--- src/rtl/seg7_scan_display_if.sv ---
// Capture handshake between a value producer and the seg7_scan_display driver.
// The producer presents bin_in with a bin_valid strobe and watches busy.
interface seg7_scan_display_if #(
    parameter int BIN_W = 10
);
    logic [BIN_W-1:0] bin_in;
    logic             bin_valid;
    logic             busy;

    modport master (output bin_in, output bin_valid, input busy);
    modport slave  (input bin_in, input bin_valid, output busy);
endinterface

--- src/rtl/seg7_scan_display.sv ---
// Binary-to-BCD (double dabble, one bit per clock) multi-digit 7-segment scanner.
// Define LEADING_ZERO_BLANK_EN to blank leading zero digits above digit 0.
module seg7_scan_display #(
    parameter int BIN_W        = 10,
    parameter int NUM_DIGITS   = 4,
    parameter int REFRESH_BITS = 18
) (
    input  logic                 clk,
    input  logic                 reset,
    seg7_scan_display_if.slave   bus,
    output logic                 overflow,
    output logic [6:0]           seg,
    output logic [7:0]           an
);
    localparam int          ACC_W   = 4 * NUM_DIGITS;
    localparam int          CNT_W   = $clog2(BIN_W + 1);
    localparam logic [31:0] MAX_VAL = 32'(10 ** NUM_DIGITS - 1);
    localparam logic [6:0]  DASH    = 7'b0111111;
    localparam logic [6:0]  BLANK   = 7'b1111111;

    typedef enum logic [1:0] {IDLE, SHIFT, LOAD} state_t;

    state_t                  state_q, state_d;
    logic [BIN_W-1:0]        sr_q, sr_d;
    logic [ACC_W-1:0]        acc_q, acc_d, acc_adj;
    logic [CNT_W-1:0]        cnt_q, cnt_d;
    logic                    pend_q, pend_d;
    logic [ACC_W-1:0]        disp_q, disp_d;
    logic                    ovf_q, ovf_d;
    logic [REFRESH_BITS-1:0] refresh_q, refresh_d;
    logic [2:0]              idx_q, idx_d;

    function automatic logic [6:0] glyph(input logic [3:0] n);
        case (n)
            4'd0:    return 7'b1000000;
            4'd1:    return 7'b1111001;
            4'd2:    return 7'b0100100;
            4'd3:    return 7'b0110000;
            4'd4:    return 7'b0011001;
            4'd5:    return 7'b0010010;
            4'd6:    return 7'b0000010;
            4'd7:    return 7'b1111000;
            4'd8:    return 7'b0000000;
            4'd9:    return 7'b0010000;
            default: return BLANK;
        endcase
    endfunction

    // Double-dabble correction: any BCD nibble of 5 or more would exceed 9 after the shift.
    always_comb begin
        acc_adj = acc_q;
        for (int i = 0; i < NUM_DIGITS; i++) begin
            if (acc_q[4*i +: 4] >= 4'd5) acc_adj[4*i +: 4] = acc_q[4*i +: 4] + 4'd3;
        end
    end

    // NOTE: every signal gets a default before the case so no path leaves it unassigned (no latches).
    always_comb begin
        state_d = state_q;
        sr_d    = sr_q;
        acc_d   = acc_q;
        cnt_d   = cnt_q;
        pend_d  = pend_q;
        disp_d  = disp_q;
        ovf_d   = ovf_q;
        case (state_q)
            IDLE: begin
                if (bus.bin_valid) begin
                    sr_d    = bus.bin_in;
                    acc_d   = '0;
                    pend_d  = 32'(bus.bin_in) > MAX_VAL;
                    cnt_d   = CNT_W'(BIN_W);
                    state_d = SHIFT;
                end
            end
            SHIFT: begin
                {acc_d, sr_d} = {acc_adj, sr_q} << 1;
                cnt_d         = cnt_q - 1'b1;
                if (cnt_q == CNT_W'(1)) state_d = LOAD;
            end
            LOAD: begin
                disp_d  = acc_q;
                ovf_d   = pend_q;
                state_d = IDLE;
            end
            default: state_d = IDLE;
        endcase
    end

    // Digit index only advances when the low refresh bits roll over.
    always_comb begin
        refresh_d = refresh_q + 1'b1;
        idx_d     = idx_q;
        if (&refresh_q) idx_d = (idx_q == 3'(NUM_DIGITS - 1)) ? 3'd0 : idx_q + 3'd1;
    end

    // NOTE: sequential state uses non-blocking assignments so all flops update together.
    always_ff @(posedge clk) begin
        if (reset) begin
            state_q   <= IDLE;
            sr_q      <= '0;
            acc_q     <= '0;
            cnt_q     <= '0;
            pend_q    <= 1'b0;
            disp_q    <= '0;
            ovf_q     <= 1'b0;
            refresh_q <= '0;
            idx_q     <= '0;
        end else begin
            state_q   <= state_d;
            sr_q      <= sr_d;
            acc_q     <= acc_d;
            cnt_q     <= cnt_d;
            pend_q    <= pend_d;
            disp_q    <= disp_d;
            ovf_q     <= ovf_d;
            refresh_q <= refresh_d;
            idx_q     <= idx_d;
        end
    end

    assign bus.busy = (state_q != IDLE);
    assign overflow = ovf_q;

    logic [3:0] nib;
    logic       upper_zero;

    always_comb begin
        nib        = 4'd0;
        upper_zero = 1'b1;
        for (int i = 0; i < NUM_DIGITS; i++) begin
            if (idx_q == 3'(i)) nib = disp_q[4*i +: 4];
            if (3'(i) >= idx_q && disp_q[4*i +: 4] != 4'd0) upper_zero = 1'b0;
        end
        an = ~(8'd1 << idx_q);
        if (ovf_q) begin
            seg = DASH;
        end else begin
            seg = glyph(nib);
`ifdef LEADING_ZERO_BLANK_EN
            if (idx_q != 3'd0 && upper_zero) seg = BLANK;
`endif
        end
    end
endmodule

--- src/flat_wrapper.sv ---
// flat-port wrapper written by rule: the top's interface ports become plain ports
module seg7_scan_display_flat 
#(
    parameter int BIN_W        = 10,
    parameter int NUM_DIGITS   = 4,
    parameter int REFRESH_BITS = 18
)
  (clk, reset, overflow, seg, an, bus_bin_in, bus_bin_valid, bus_busy);
  seg7_scan_display_if #(.BIN_W(BIN_W)) bus_i ();
  input  logic clk;
  input  logic reset;
  output logic overflow;
  output logic [6:0] seg;
  output logic [7:0] an;
  input wire logic [$bits(bus_i.bin_in)-1:0] bus_bin_in;
  input wire logic [$bits(bus_i.bin_valid)-1:0] bus_bin_valid;
  output wire logic [$bits(bus_i.busy)-1:0] bus_busy;
  assign bus_i.bin_in = bus_bin_in;
  assign bus_i.bin_valid = bus_bin_valid;
  assign bus_busy = bus_i.busy;
  seg7_scan_display #(.BIN_W(BIN_W), .NUM_DIGITS(NUM_DIGITS), .REFRESH_BITS(REFRESH_BITS)) u_core (.clk(clk), .reset(reset), .bus(bus_i), .overflow(overflow), .seg(seg), .an(an));
endmodule
--- config.mk ---
export PLATFORM = sky130hd
export DESIGN_NAME = seg7_scan_display_flat
export DESIGN_NICKNAME = d
export VERILOG_FILES = /design/src/rtl/seg7_scan_display_if.sv /design/src/rtl/seg7_scan_display.sv /design/src/flat_wrapper.sv
export SDC_FILE = /design/constraint.sdc
export NUM_CORES = 1
export LEC_CHECK = 0
export CAP_MARGIN = 20
export CORE_MARGIN = 2
export CORE_UTILIZATION = 46
export CTS_CLUSTER_DIAMETER = 150
export DETAILED_ROUTE_END_ITERATION = 8
export PLACE_DENSITY = 0.7
export SETUP_SLACK_MARGIN = 0.4
export SLEW_MARGIN = 20
export SYNTH_ARGS = -nofsm -noshare
export SYNTH_HDL_FRONTEND = slang
export SYNTH_SLANG_ARGS = --single-unit
--- constraint.sdc ---
create_clock -name clk -period 3.15 [get_ports clk]
set_input_delay 0.63 -clock clk [delete_from_list [all_inputs] [get_ports clk]]
set_output_delay 0.63 -clock clk [all_outputs]
set_load 0.01 [all_outputs]
==> metrics <==
run status=complete, no violations; fin crit share=94.5%; Post-synth EDFFs=0; CP Launch Type=flop; Avg Cell Area, Syn=7.92 µm²; CP required=2.52 ns; Slew HR=62.2%; share of layout cells above drive strength 1=14.4%; Peak VDD IR=0.000266 V; DIE WIDTH=89.6 µm; CP Class=reg -> out; DRC viols=0; Yosys Warn Count=0; Worst Clk Skew=0.0103 ns; clock root cell=clkbuf_8; WL final=6800 µm; drt wl/cell=12.1 µm; fin area=4090 µm²; Hold Crit Class=reg -> reg; Unique masters post-synth=44; antenna violations before repair=0; Final #Nets=490; Row Count=31; global-route wire length before repair=11,600 µm; initial drt markers=168; pin count of the biggest net entering global routing=70; synth top area cells=dfxtp_1 41%, nor2_1 7.7%, nand2_1 6.1%, ha_1 5.9%, a21oi_1 5.3%; Mapped Cells=426; leading cell type in the layout, fill and taps excluded=nor2_1; fmax=0.336 GHz; dpl hpwl=4590 µm; cell accounting for the most synthesized area=dfxtp_1; placed instance area=3810 µm²; Reg2Reg Setup Slack=1.43 ns; Total Power=1.68 mW; vias=2,907; Starting Density=47.0%; ANT nets after route=0; P per Cell Area=410 nW/µm²; die height=89.6 µm; FF+latch count, synth=69; clock latency on the worst-skew pair=0.33 ns; Final Critical Period=2.98 ns; H-tree Lvls=3; ys flop type=dfxtp_1; Clk pin slew, worst setup/hold paths=0.07 ns; Worst-Margin Slew=0.568 ns; Top Ports=30; Num CTS Buffers=9; vias in the first global route=2,709; hold slack=0.470 ns; CTS tree=yes; Area growth, synth to finish=21.2%; Antenna diodes=0; drt first pass iters=4; most frequent cells in the layout=69 x nor2_1, 67 x dfxtp_1, 55 x nand2_1, 36 x a21oi_1; clock sinks=69; Critical Path End Type=output port; gr ovfl total=0; Leak=1.62 nW; final hold violation count=0; Yosys top cell area share=40.9%; total global-route track usage=18.2%; Post-Syn Nets=455; port bufs=28; crit-path max FO=4; Max Cap Viol=0; sequential-to-total area share from yosys stat=40.9%; # hold bufs at CTS=0; unrepaired setup endpoints after global routing=yes; Final Setup Violations=0; crit path DAT=2.35 ns; GPL Wtd Cong=0.767; Synth async-reset ratio=0%; Final Max Slew Viols=0; core box area=7180 µm²; Via density=5.16; clk buf depth=2; Die ar.=8030 µm²; cell area after synthesis=3370 µm²
==> cell usage after synthesis, types with 2 or more instances <==
| cell | n |
|---|---|
| a311oi_1 | 2 |
| o22ai_1 | 2 |
| mux2i_1 | 4 |
| and2_1 | 2 |
| nand3_1 | 15 |
| and4_1 | 2 |
| xor2_1 | 14 |
| a21o_1 | 3 |
| and3_1 | 3 |
| a211oi_1 | 2 |
| nor2_1 | 69 |
| o21ai_1 | 5 |
| clkbuf_1 | 23 |
| a22oi_1 | 9 |
| or2_1 | 2 |
| nand4_1 | 3 |
| a32oi_1 | 2 |
| nor2b_1 | 12 |
| xnor2_1 | 10 |
| nand2b_1 | 9 |
| inv_1 | 15 |
| a221oi_1 | 3 |
| a21oi_1 | 36 |
| ha_1 | 16 |
| o211ai_1 | 3 |
| nor3_1 | 16 |
| o21ai_0 | 5 |
| dfxtp_1 | 69 |
| nand2_1 | 55 |
==> timing repair <==
item / in CTS / in global routing
buffers inserted: 3 / 1
resized for setup: 51 / 1
setup endpoints to repair: 7 / 7
pin swaps: 8 / 1
==> path summary, 6_finish.rpt <==
path                            start                 to  cells past startpoint
setup / recovery      u_core.idx_q[0]             seg[3]                      8
hold / removal      u_core.disp_q[10]  u_core.disp_q[10]                      2
setup reg to reg  u_core.refresh_q[0]    u_core.idx_q[0]                      5
hold reg to reg     u_core.disp_q[10]  u_core.disp_q[10]                      2
==> final cells by class <==
type / instances / area (µm²)
Clock inverter: 2 / 10.0
Fill cell: 657 / 3090
Timing Repair Buffer: 49 / 414
Sequential cell: 69 / 1390
Tap cell: 99 / 124
Inverter: 16 / 62.6
Clock buffer: 12 / 155
Multi-Input combinational cell: 316 / 1930
==> report_power, final <==
part	switching (mW)	internal, mW	leakage [nW]
sequential	0.0169	0.895	0.562
combinational	0.0845	0.0629	0.969
clock	0.300	0.318	0.0881
==> cells by family (layout without fill, tap and decap cells) <==
logic type / after synthesis / count (layout) / share of synthesized area (%)
compound gates: 78 / 78 / 14.5
xor+xnor: 24 / 24 / 6.23
fa+ha+maj: 16 / 16 / 5.93
buf+inv: 41 / 79 / 4.71
flops: 69 / 69 / 40.9
mux: 4 / 4 / 1.19
other cells: 1 / 1 / 0.111
simple gates: 193 / 193 / 26.4
==> per-stage QoR <==
| stage | TNS [ns] | util [%] | worst slack [ns] | cells |
|---|---|---|---|---|
| floorplan | 0 | - | 0.517 | 426 |
| global placement | 0 | 53.1 | 0.0335 | 545 |
| detailed placement | -0.0373 | 53.1 | -0.0339 | 545 |
| CTS | 0 | 56.8 | 0.186 | 562 |
| global route | 0 | 57.0 | 0.0989 | 563 |
| finish | 0 | 57.0 | 0.173 | 563 |
==> metal layers <==
metal  track usage, %  up-vias  share of wire, %
met3             4.94       11               4.0
met1             21.8     1337                48
met4             5.83        0               1.4
met5                0        -                 0
li1                 -     1506                 -
met2             31.6       53                47
==> sequential cells by signal (all words and copies together) (netlist names) <==
register,cells
u_core.state_q,2
u_core.refresh_q,18
u_core.disp_q,16
u_core.idx_q,3
u_core.acc_q,16
u_core.cnt_q,4
u_core.sr_q,10
==> worst max-delay path, cell delays in order, from the launching register on <==
cell	delay, ns
dfxtp_4	0.36
inv_4	0.04
ha_4	0.15
or2_4	0.27
a221o_1	0.26
nor3b_4	0.16
or4b_4	0.51
o211ai_1	0.11
buf_2	0.16
Note: power is estimated with default switching activity, not from simulation.
